### src/rtl/hsi_mse_argmin.sv
// Argmin tracker for one pixel's library search: keeps the smallest MSE and its library
// reference, then offers the winner to the classifier over a valid/ready handshake.
module hsi_mse_argmin #(
    parameter int WORD_WIDTH       = 32,
    parameter int HSI_LIBRARY_SIZE = 16,
    parameter int REF_W            = $clog2(HSI_LIBRARY_SIZE)
) (
    input  logic                  clk,
    input  logic                  rst,
    input  logic                  search_start,
    input  logic [WORD_WIDTH-1:0] mse_value,
    input  logic [REF_W-1:0]      mse_ref,
    input  logic                  mse_valid,
    input  logic                  result_ready,
    output logic                  result_valid,
    output logic [WORD_WIDTH-1:0] min_mse_value,
    output logic [REF_W-1:0]      min_mse_ref,
    output logic [REF_W:0]        sample_count,
    output logic                  busy,
    output logic                  overrun
);

    localparam logic [1:0] ST_IDLE    = 2'd0;
    localparam logic [1:0] ST_COLLECT = 2'd1;
    localparam logic [1:0] ST_DONE    = 2'd2;

    localparam logic [REF_W:0] LIB_SIZE = (REF_W+1)'(HSI_LIBRARY_SIZE);
    localparam logic [REF_W:0] ONE      = {{REF_W{1'b0}}, 1'b1};
    localparam logic [REF_W:0] ZERO_CNT = {(REF_W+1){1'b0}};

    logic [1:0]            state_r, state_s;
    logic [WORD_WIDTH-1:0] min_value_r, min_value_s;
    logic [REF_W-1:0]      min_ref_r, min_ref_s;
    logic [REF_W:0]        count_r, count_s;
    logic [REF_W:0]        count_inc_s;
    logic                  overrun_r, overrun_s;
    logic                  result_valid_r, busy_r;
    logic                  take_s;

    // Next-state and tracker update; a start in any state clears the tracker.
    always_comb begin
        state_s     = state_r;
        min_value_s = min_value_r;
        min_ref_s   = min_ref_r;
        count_s     = count_r;
        overrun_s   = overrun_r;
        count_inc_s = count_r + ONE;
        // First sample of a search loads unconditionally; later ones only on a strict improvement.
        take_s      = (count_r == ZERO_CNT) || (mse_value < min_value_r);

        if (search_start) begin
            state_s     = ST_COLLECT;
            min_value_s = {WORD_WIDTH{1'b0}};
            min_ref_s   = {REF_W{1'b0}};
            count_s     = ZERO_CNT;
            overrun_s   = 1'b0;
        end else begin
            case (state_r)
                ST_IDLE: begin
                    if (mse_valid) begin
                        overrun_s = 1'b1;
                    end else begin
                        overrun_s = overrun_r;
                    end
                end
                ST_COLLECT: begin
                    if (mse_valid) begin
                        count_s = count_inc_s;
                        if (take_s) begin
                            min_value_s = mse_value;
                            min_ref_s   = mse_ref;
                        end else begin
                            min_value_s = min_value_r;
                        end
                        if (count_inc_s == LIB_SIZE) begin
                            state_s = ST_DONE;
                        end else begin
                            state_s = ST_COLLECT;
                        end
                    end else begin
                        state_s = ST_COLLECT;
                    end
                end
                ST_DONE: begin
                    if (mse_valid) begin
                        overrun_s = 1'b1;
                    end else begin
                        overrun_s = overrun_r;
                    end
                    if (result_ready) begin
                        state_s = ST_IDLE;
                    end else begin
                        state_s = ST_DONE;
                    end
                end
                default: begin
                    state_s = ST_IDLE;
                end
            endcase
        end
    end

    // State and output registers; status flags are registered from the next state.
    always_ff @(posedge clk) begin
        if (rst) begin
            state_r        <= ST_IDLE;
            min_value_r    <= {WORD_WIDTH{1'b0}};
            min_ref_r      <= {REF_W{1'b0}};
            count_r        <= ZERO_CNT;
            overrun_r      <= 1'b0;
            result_valid_r <= 1'b0;
            busy_r         <= 1'b0;
        end else begin
            state_r        <= state_s;
            min_value_r    <= min_value_s;
            min_ref_r      <= min_ref_s;
            count_r        <= count_s;
            overrun_r      <= overrun_s;
            result_valid_r <= (state_s == ST_DONE);
            busy_r         <= (state_s == ST_COLLECT);
        end
    end

    assign result_valid  = result_valid_r;
    assign min_mse_value = min_value_r;
    assign min_mse_ref   = min_ref_r;
    assign sample_count  = count_r;
    assign busy          = busy_r;
    assign overrun       = overrun_r;

endmodule
### config.mk
export PLATFORM = sky130hd
export DESIGN_NAME = hsi_mse_argmin
export DESIGN_NICKNAME = d
export VERILOG_FILES = /design/src/rtl/hsi_mse_argmin.sv
export SDC_FILE = /design/constraint.sdc
export NUM_CORES = 1
export LEC_CHECK = 0
export ABC_AREA = 1
export CORE_ASPECT_RATIO = 0.5
export CORE_UTILIZATION = 50
export CTS_CLUSTER_SIZE = 14
export DETAILED_ROUTE_END_ITERATION = 6
export HOLD_SLACK_MARGIN = 0.1
export PLACE_DENSITY_LB_ADDON = 0.15
export SLEW_MARGIN = 20
export SYNTH_ARGS = -nofsm -noshare
export SYNTH_HDL_FRONTEND = slang
export SYNTH_SLANG_ARGS = --single-unit
### constraint.sdc
create_clock -name clk -period 3.2 [get_ports clk]
set_input_delay 0.48 -clock clk [delete_from_list [all_inputs] [get_ports clk]]
set_output_delay 0.48 -clock clk [all_outputs]
set_load 0.03 [all_outputs]
==> results of run 1 <==
-- path summary, 6_finish.rpt --
| kind | slack (ns) | endpoint | depth (start not counted) |
|---|---|---|---|
| max | 0.81 | min_mse_value[28] | 13 |
| min | 0.47 | overrun | 2 |
| max reg2reg | 1.06 | min_mse_value[28] | 13 |
| min reg2reg | 0.47 | overrun | 2 |
-- report_power, final --
group	switching, mW	internal (mW)
clock	0.210	0.286
combinational	0.177	0.146
sequential	0.0130	0.591
-- cells in the mapped netlist, drive strengths merged --
master	count
o21ai	9
nand3	40
ha	34
dfxtp	46
xor2	3
o211ai	1
o22a	1
clkbuf	5
a21oi	57
nor3	3
nor2	55
inv	86
nand2	65
nand4	3
buf	14
-- state kept, by name, indices dropped and copies added, names as in the netlist --
signal / flops
sample_count: 5
overrun: 1
min_mse_value: 32
state_r: 2
result_valid: 1
min_mse_ref: 4
busy: 1
-- area by class of cell --
type / count / area (µm²) / area share
multi-input cells: 271 / 1505 / 0.3903
flip-flops and latches: 46 / 920.9 / 0.2388
repair buffers: 88 / 883.3 / 0.2291
inverters: 86 / 322.8 / 0.08371
clock buffers: 7 / 132.6 / 0.03439
well taps: 73 / 91.34 / 0.02369
-- cell usage in the layout, fill, tap and decap left out --
cell,n
inv_1,86
o21ai_0,9
buf_12,1
xor2_1,3
nor3_1,3
nor2_1,52
ha_1,34
a21oi_1,57
nand2_1,63
clkdlybuf4s50_1,84
nand2_2,1
o211ai_1,1
nand3_1,40
nor2_2,2
nor2_4,1
clkbuf_16,5
dfxtp_1,46
buf_4,3
nand2_4,1
clkbuf_1,2
nand4_1,3
o22a_1,1
-- routing by layer --
metal	global-route usage	vias up	part of all wire
met2	0.3235	52	0.43
li1	-	1475	-
met1	0.2737	1179	0.49
met5	0	-	0
met4	0.06371	0	0.010
met3	0.06966	7	0.068
-- per-stage QoR --
step                        util  power (mW)  instances
after floorplan                -      0.8275        422
after CTS                 0.7022       1.440        571
after detailed placement  0.6781      0.9398        564
final                     0.7022       1.423        571
after global routing      0.7022       1.497        571
after global placement    0.6781      0.9356        564
-- worst register-to-register path, delay by kind of cell (launching register included) --
kind                       cells  cell delay [ns]
and+or+nand+nor                8             0.85
DFF                            1             0.35
buffers and inverters          2             0.32
adders and majority gates      1             0.28
AOI/OAI and AO/OA              2             0.24
-- cell families (layout without fill, tap and decap cells) --
group | after synthesis | after routing
simple gates | 166 | 166
xor+xnor | 3 | 3
flops | 46 | 46
compound gates | 68 | 68
fa+ha+maj | 34 | 34
buf+inv | 105 | 181
==> metrics.md, run 1 <==
| Metric | Value |
|---|---|
| Final Skew | 0.004128 ns |
| Top cell by count, worst path | nor2_1 |
| Post-Layout Inst Area | around 0.0039 mm² |
| Hold bufs inserted after CTS | 0 |
| Max-Cap Viols | 0 |
| Post-route DRC | 0 |
| Share of the synthesized area in the top cell type | 0.3213 |
| Placed inst area | roughly 0.0037 mm² |
| Period utilisation layout | 0.7468 |
| Mux contribution to synthesized area | 0 |
| # IOs | 85 |
| CTS H-Tree Depth | 2 |
| Complex-gate fraction of the synthesized area | 0.1209 |
| N_diodes | 0 |
| Largest family of logic cells by synthesized area | simple AND/OR/NAND/NOR gates |
| CTS tree | built |
| Drt pass-1 iters | 4 |
| Slowest CP cell | clkdlybuf4s50_1 |
| Skew-Pair Late Insertion Delay | 0.29 ns |
| Root buf cell | clkbuf_16 |
| Final Max Slew Viols | 0 |
| Core ar. | between 0.005 and 0.006 mm² |
| Post-DRT Antenna Nets | 0 |
| Buffers on Ports | between 80 and 90 |
| Starting density of the core | 0.5220 |
| Post-CTS Resized | 0 |
| Area Overhead vs Synth | 34.53% |
| Place WS | 0.5222 ns |
| CP arrival | roughly 2.6 ns |
| Nets | between 500 and 600 |
| Yosys top cell by area | dfxtp_1 |
| Fmax | approximately 420 MHz |
| Drt via density | 4.751 |
| Worst hold path type | flip-flop to flip-flop |
| Setup crit start | mse_value[21] |
| Via Count | roughly 2700 |
| Die X | around 110 µm |
| CP max FO | 62 |
| Pwr dens | 369.1 mW/mm² |
| Final setup viols | 0 |
| Max VDD drop | ~0.34 mV |
| Worst stage delay on the critical path | roughly 0.42 ns |
| Hold_sp | overrun |
| Initial antenna violation count | 0 |
| Post-Syn Area | approximately 0.0029 mm² |
| Hold Fails Final Rpt | 0 |
| Synth Area in Simple Gates | 0.2431 |
| Period minus WS final | around 2.4 ns |
| CP Launch Type | input port |
| Post-synth cell types | 20 |
| Number of buffers and inverters on the critical path | 2 |
| Gpl congestion | ~0.75 |
| Total GRT Usage | 0.2087 |
| Vias in the first global route | 2326 |
| Synth Area per Inst | roughly 6.8 µm² |
| Reg clk slew, reported paths | approximately 0.060 ns |
| Post-synthesis sequential area ratio | 0.3213 |
| Post-CTS Setup Repair Bufs | 0 |
| Worst r2r src | min_mse_value[21] |
| Cells after Synth | around 420 |
| Max-slew headroom | 0.7244 |
| Adder-Cell Fraction of Synth Area | 0.1484 |
| # rows | 19 |
| Routed WL per cell | around 11 µm |
| Syn. warnings | 0 |
| Layout cells sized above 1 | 0.02811 |
| CP Data Required Time | 3.38 ns |
| TritonCTS Buffers | 5 |
| Fillers | 509 |
| Largest net degree at the start of global routing | between 60 and 70 |
| Die ar. | 0.006058 mm² |
| Hold WS | between 0.4 and 0.5 ns |
| Final TNS setup | 0 ns |
| CP Cell Sequence | clkdlybuf4s50_1, ha_1, a21oi_1, nor2_1, nor3_1, a21oi_1, nor2_1, nand2_2, nand2_4, buf_12, nand3_1, nand2_1, nor2_1 |
| Clock Tree Buf Depth | 2 |
| Global route overflow | 0 |
| Critical Path End Type | flip-flop |
| Clock sink total | 46 |
| Setup WS post-layout | just over 0.8 ns |
| Top delay family on crit path | simple AND/OR/NAND/NOR gates |
| Die height | 55.54 µm |
| DRT Wirelength | just over 6 mm |
| Syn nets | slightly below 500 |
| Worst Tran Pin Value | around 0.41 ns |
| Synth Area in XOR/XNOR | 0.009166 |
| Seq cells post-synth | between 40 and 50 |
| First-pass GRT wire length | 9.984 mm |
| Initial drt markers | 126 |
| Area contributors post-synth | dfxtp_1 (32%), ha_1 (15%), inv_1 (11%) |
| Critical path class | input port to flip-flop |
| Leakage | roughly 1.7 nW |
| RSZ-0062 raised after global routing | false |
| Outcome | finished, final reports clean |
| Detailed placement HPWL | between 4 and 5 mm |
Power figures use the tool's default switching activity.
==> inputs of run 2 (changes only) <==
--- a/config.mk
+++ b/config.mk
@@ -7,7 +7,7 @@
 export LEC_CHECK = 0
 export ABC_AREA = 1
 export CORE_ASPECT_RATIO = 0.5
-export CORE_UTILIZATION = 50
+export CORE_UTILIZATION = 43
 export CTS_CLUSTER_SIZE = 14
 export DETAILED_ROUTE_END_ITERATION = 6
 export HOLD_SLACK_MARGIN = 0.1
==> constraint.sdc (replaced) <==
create_clock -name clk -period 1.9 [get_ports clk]
set_input_delay 0.285 -clock clk [delete_from_list [all_inputs] [get_ports clk]]
set_output_delay 0.285 -clock clk [all_outputs]
set_load 0.03 [all_outputs]
==> run 2 against run 1 <==
Net effect: the flow now finishes with violations (setup timing); critical path depth grew 1; sequential cell count stayed put; combinational power grew to 2.6 times the previous value; utilization is 6.6 points higher; total power increased by 91%; critical path type is now flip-flop to flip-flop; critical endpoint is now min_mse_value[24]; largest cell class unchanged; highest routed layer unchanged.
==> metrics.md, run 2 (same netlist as run 1, synthesis figures left out) <==
| Metric | Value |
|---|---|
| Logic pwr share | 0.308 |
| Global route overflow | 0 |
| Detailed placement HPWL | 4.827 mm |
| Post-Place Cells | ~600 |
| Core ar. | ~0.0063 mm² |
| Layout cells sized above 1 | 0.2793 |
| CTS tree | built |
| Skew-Pair Late Insertion Delay | around 0.29 ns |
| Final TNS setup | -5.627 ns |
| Routed WL per cell | approximately 14 µm |
| Final Max Slew Viols | 0 |
| Die ar. | between 0.007 and 0.008 mm² |
| Largest net degree at the start of global routing | 42 |
| Pwr dens | roughly 560 mW/mm² |
| Leakage | 2.030 nW |
| Post-route DRC | 0 |
| CP arrival | 2.35 ns |
| Buffers on Ports | 84 |
| CP Cell Sequence | inv_2, ha_4, nand2_2, nor2_2, nand4_1, a21oi_2, nor2_2, nand2_2, nand2_4, buf_12, clkbuf_16, nand3_1, nand2_1, nor2_1 |
| Max VDD drop | around 0.43 mV |
| Clock power share | 0.317 |
| Max-slew headroom | 0.7625 |
| Nets | about 610 |
| CP Data Required Time | approximately 2.1 ns |
| RSZ-0062 raised after global routing | true |
| Clock sink total | 46 |
| # rows | 20 |
| Max-Cap Viols | 0 |
| Period minus WS final | 2.124 ns |
| Root buf cell | clkbuf_16 |
| Initial drt markers | 183 |
| Worst Tran Pin Value | 0.3551 ns |
| CTS H-Tree Depth | 2 |
| Most common cell after layout, fill and taps aside | inv_1 |
| Slowest CP cell | dfxtp_4 |
| Internal | 1.886 mW |
| Gpl congestion | about 0.77 |
| CP max FO | 7 |
| Number of buffers and inverters on the critical path | 3 |
| Hold Fails Final Rpt | 0 |
| Final Skew | 0.008159 ns |
| Reg clk slew, reported paths | 0.07 ns |
| Critical Path End Type | flip-flop |
| Critical path class | flip-flop to flip-flop |
| Worst stage delay on the critical path | 0.37 ns |
| Max FFs per register | 32 |
| Period utilisation layout | 1.118 |
| Drt pass-1 iters | 4 |
| Non-Filler Instances | approximately 630 |
| DRT Wirelength | 8.558 mm |
| Worst hold path type | input port to flip-flop |
| TritonCTS Buffers | 5 |
| Total GRT Usage | 0.2137 |
| Final setup viols | 36 |
| Area Overhead vs Synth | 67.61% |
| Die height | approximately 60 µm |
| Setup WS post-layout | -0.2236 ns |
| Top delay family on crit path | simple AND/OR/NAND/NOR gates |
| First-pass GRT wire length | 11.82 mm |
| Initial antenna violation count | 0 |
| # IOs | between 80 and 90 |
| Die X | 117.5 µm |
| Switch share | 0.3043 |
| Drt via density | around 4.9 |
| Vias in the first global route | between 2000 and 3000 |
| Failing checks | setup timing |
| Outcome | complete, but fails checks |
| Sw Pwr | 0.8253 mW |
| Via Count | a little over 3000 |
| Clock Tree Buf Depth | 2 |
| N_diodes | 0 |
| Sequential fraction of design power | 0.375 |
| Fmax | around 470 MHz |
| Post-DRT Antenna Nets | 0 |
| Starting density of the core | 0.4582 |
| CP Launch Type | flip-flop |
| Most frequent cells in the layout | inv_1 (81), clkdlybuf4s50_1 (57), nand2_1 (55) |
[run 2: cell count changes in the layout (fill, tap and decap cells not counted), moves of 25 or more]
cell / before / now
buf_4: 3 / 28
dlygate4sd2_1: 0 / 27
a21oi_1: 57 / 25
clkdlybuf4s50_1: 84 / 57
a21oi_2: 0 / 28
[run 2: final timing paths]
check	slack, ns	end	depth (start not counted)	from
hold reg to reg	0.47	min_mse_value[9]	2	min_mse_value[9]
setup / recovery	-0.22	min_mse_value[24]	14	min_mse_value[28]
setup reg to reg	-0.22	min_mse_value[24]	14	min_mse_value[28]
hold / removal	0.47	min_mse_value[18]	5	mse_value[18]
[run 2: cell type report]
class,count,area (µm²)
Inverter,86,322.8
Clock buffer,7,132.6
Tap cell,88,110.1
Sequential cell,46,947.2
Multi-Input combinational cell,271,1976
Timing Repair Buffer,127,1316
Fill cell,445,1451
[run 2: power by group through the flow]
stage               Combinational (mW)  Sequential (mW)  Clock [mW]
global route                     0.903             1.02       0.909
CTS                              0.692             1.02       0.851
global placement                 0.591             1.04           0
detailed placement               0.598             1.04           0
finish                           0.835             1.02       0.859
floorplan                        0.302             1.09           0
[run 2: metal layers]
layer | GRT usage | routed length, µm | vias to the layer above
met5 | 0 | 0 | -
met4 | 0.04762 | 101 | 0
met3 | 0.06775 | 497 | 14
met2 | 0.3635 | 4044 | 77
met1 | 0.2706 | 3914 | 1428
li1 | - | - | 1558
[run 2: worst register-to-register path: stages, from the launching register on]
cell	delay [ns]
dfxtp_4	0.37
inv_2	0.05
ha_4	0.26
nand2_2	0.05
nor2_2	0.13
nand4_1	0.18
a21oi_2	0.18
nor2_2	0.08
nand2_2	0.09
nand2_4	0.09
buf_12	0.17
clkbuf_16	0.16
nand3_1	0.08
nand2_1	0.07
nor2_1	0.11
[run 2: what timing repair did]
action / 4_1_cts / 5_1_grt
buffers inserted: 7 / 3
cloned: 3 / 4
pin swaps: 15 / 34
endpoints found under the setup margin: 36 / 36
hold buffers: 0 / 0
gates resized for setup: 71 / 68
[run 2: stage by stage]
stage / util / hold slack [ns] / cell area (µm²) / worst slack, ns / power (mW)
after CTS: 0.7002 / 0.4788 / 4380 / -0.07556 / 2.559
after global placement: 0.6324 / 0.4680 / 3956 / -0.3945 / 1.627
after global routing: 0.7680 / 0.4988 / 4805 / -0.3144 / 2.833
after detailed placement: 0.6324 / 0.4614 / 3956 / -0.4390 / 1.635
after floorplan: - / 0.3574 / 2870 / 0.0003192 / 1.394
final: 0.7680 / 0.4737 / 4805 / -0.2236 / 2.712
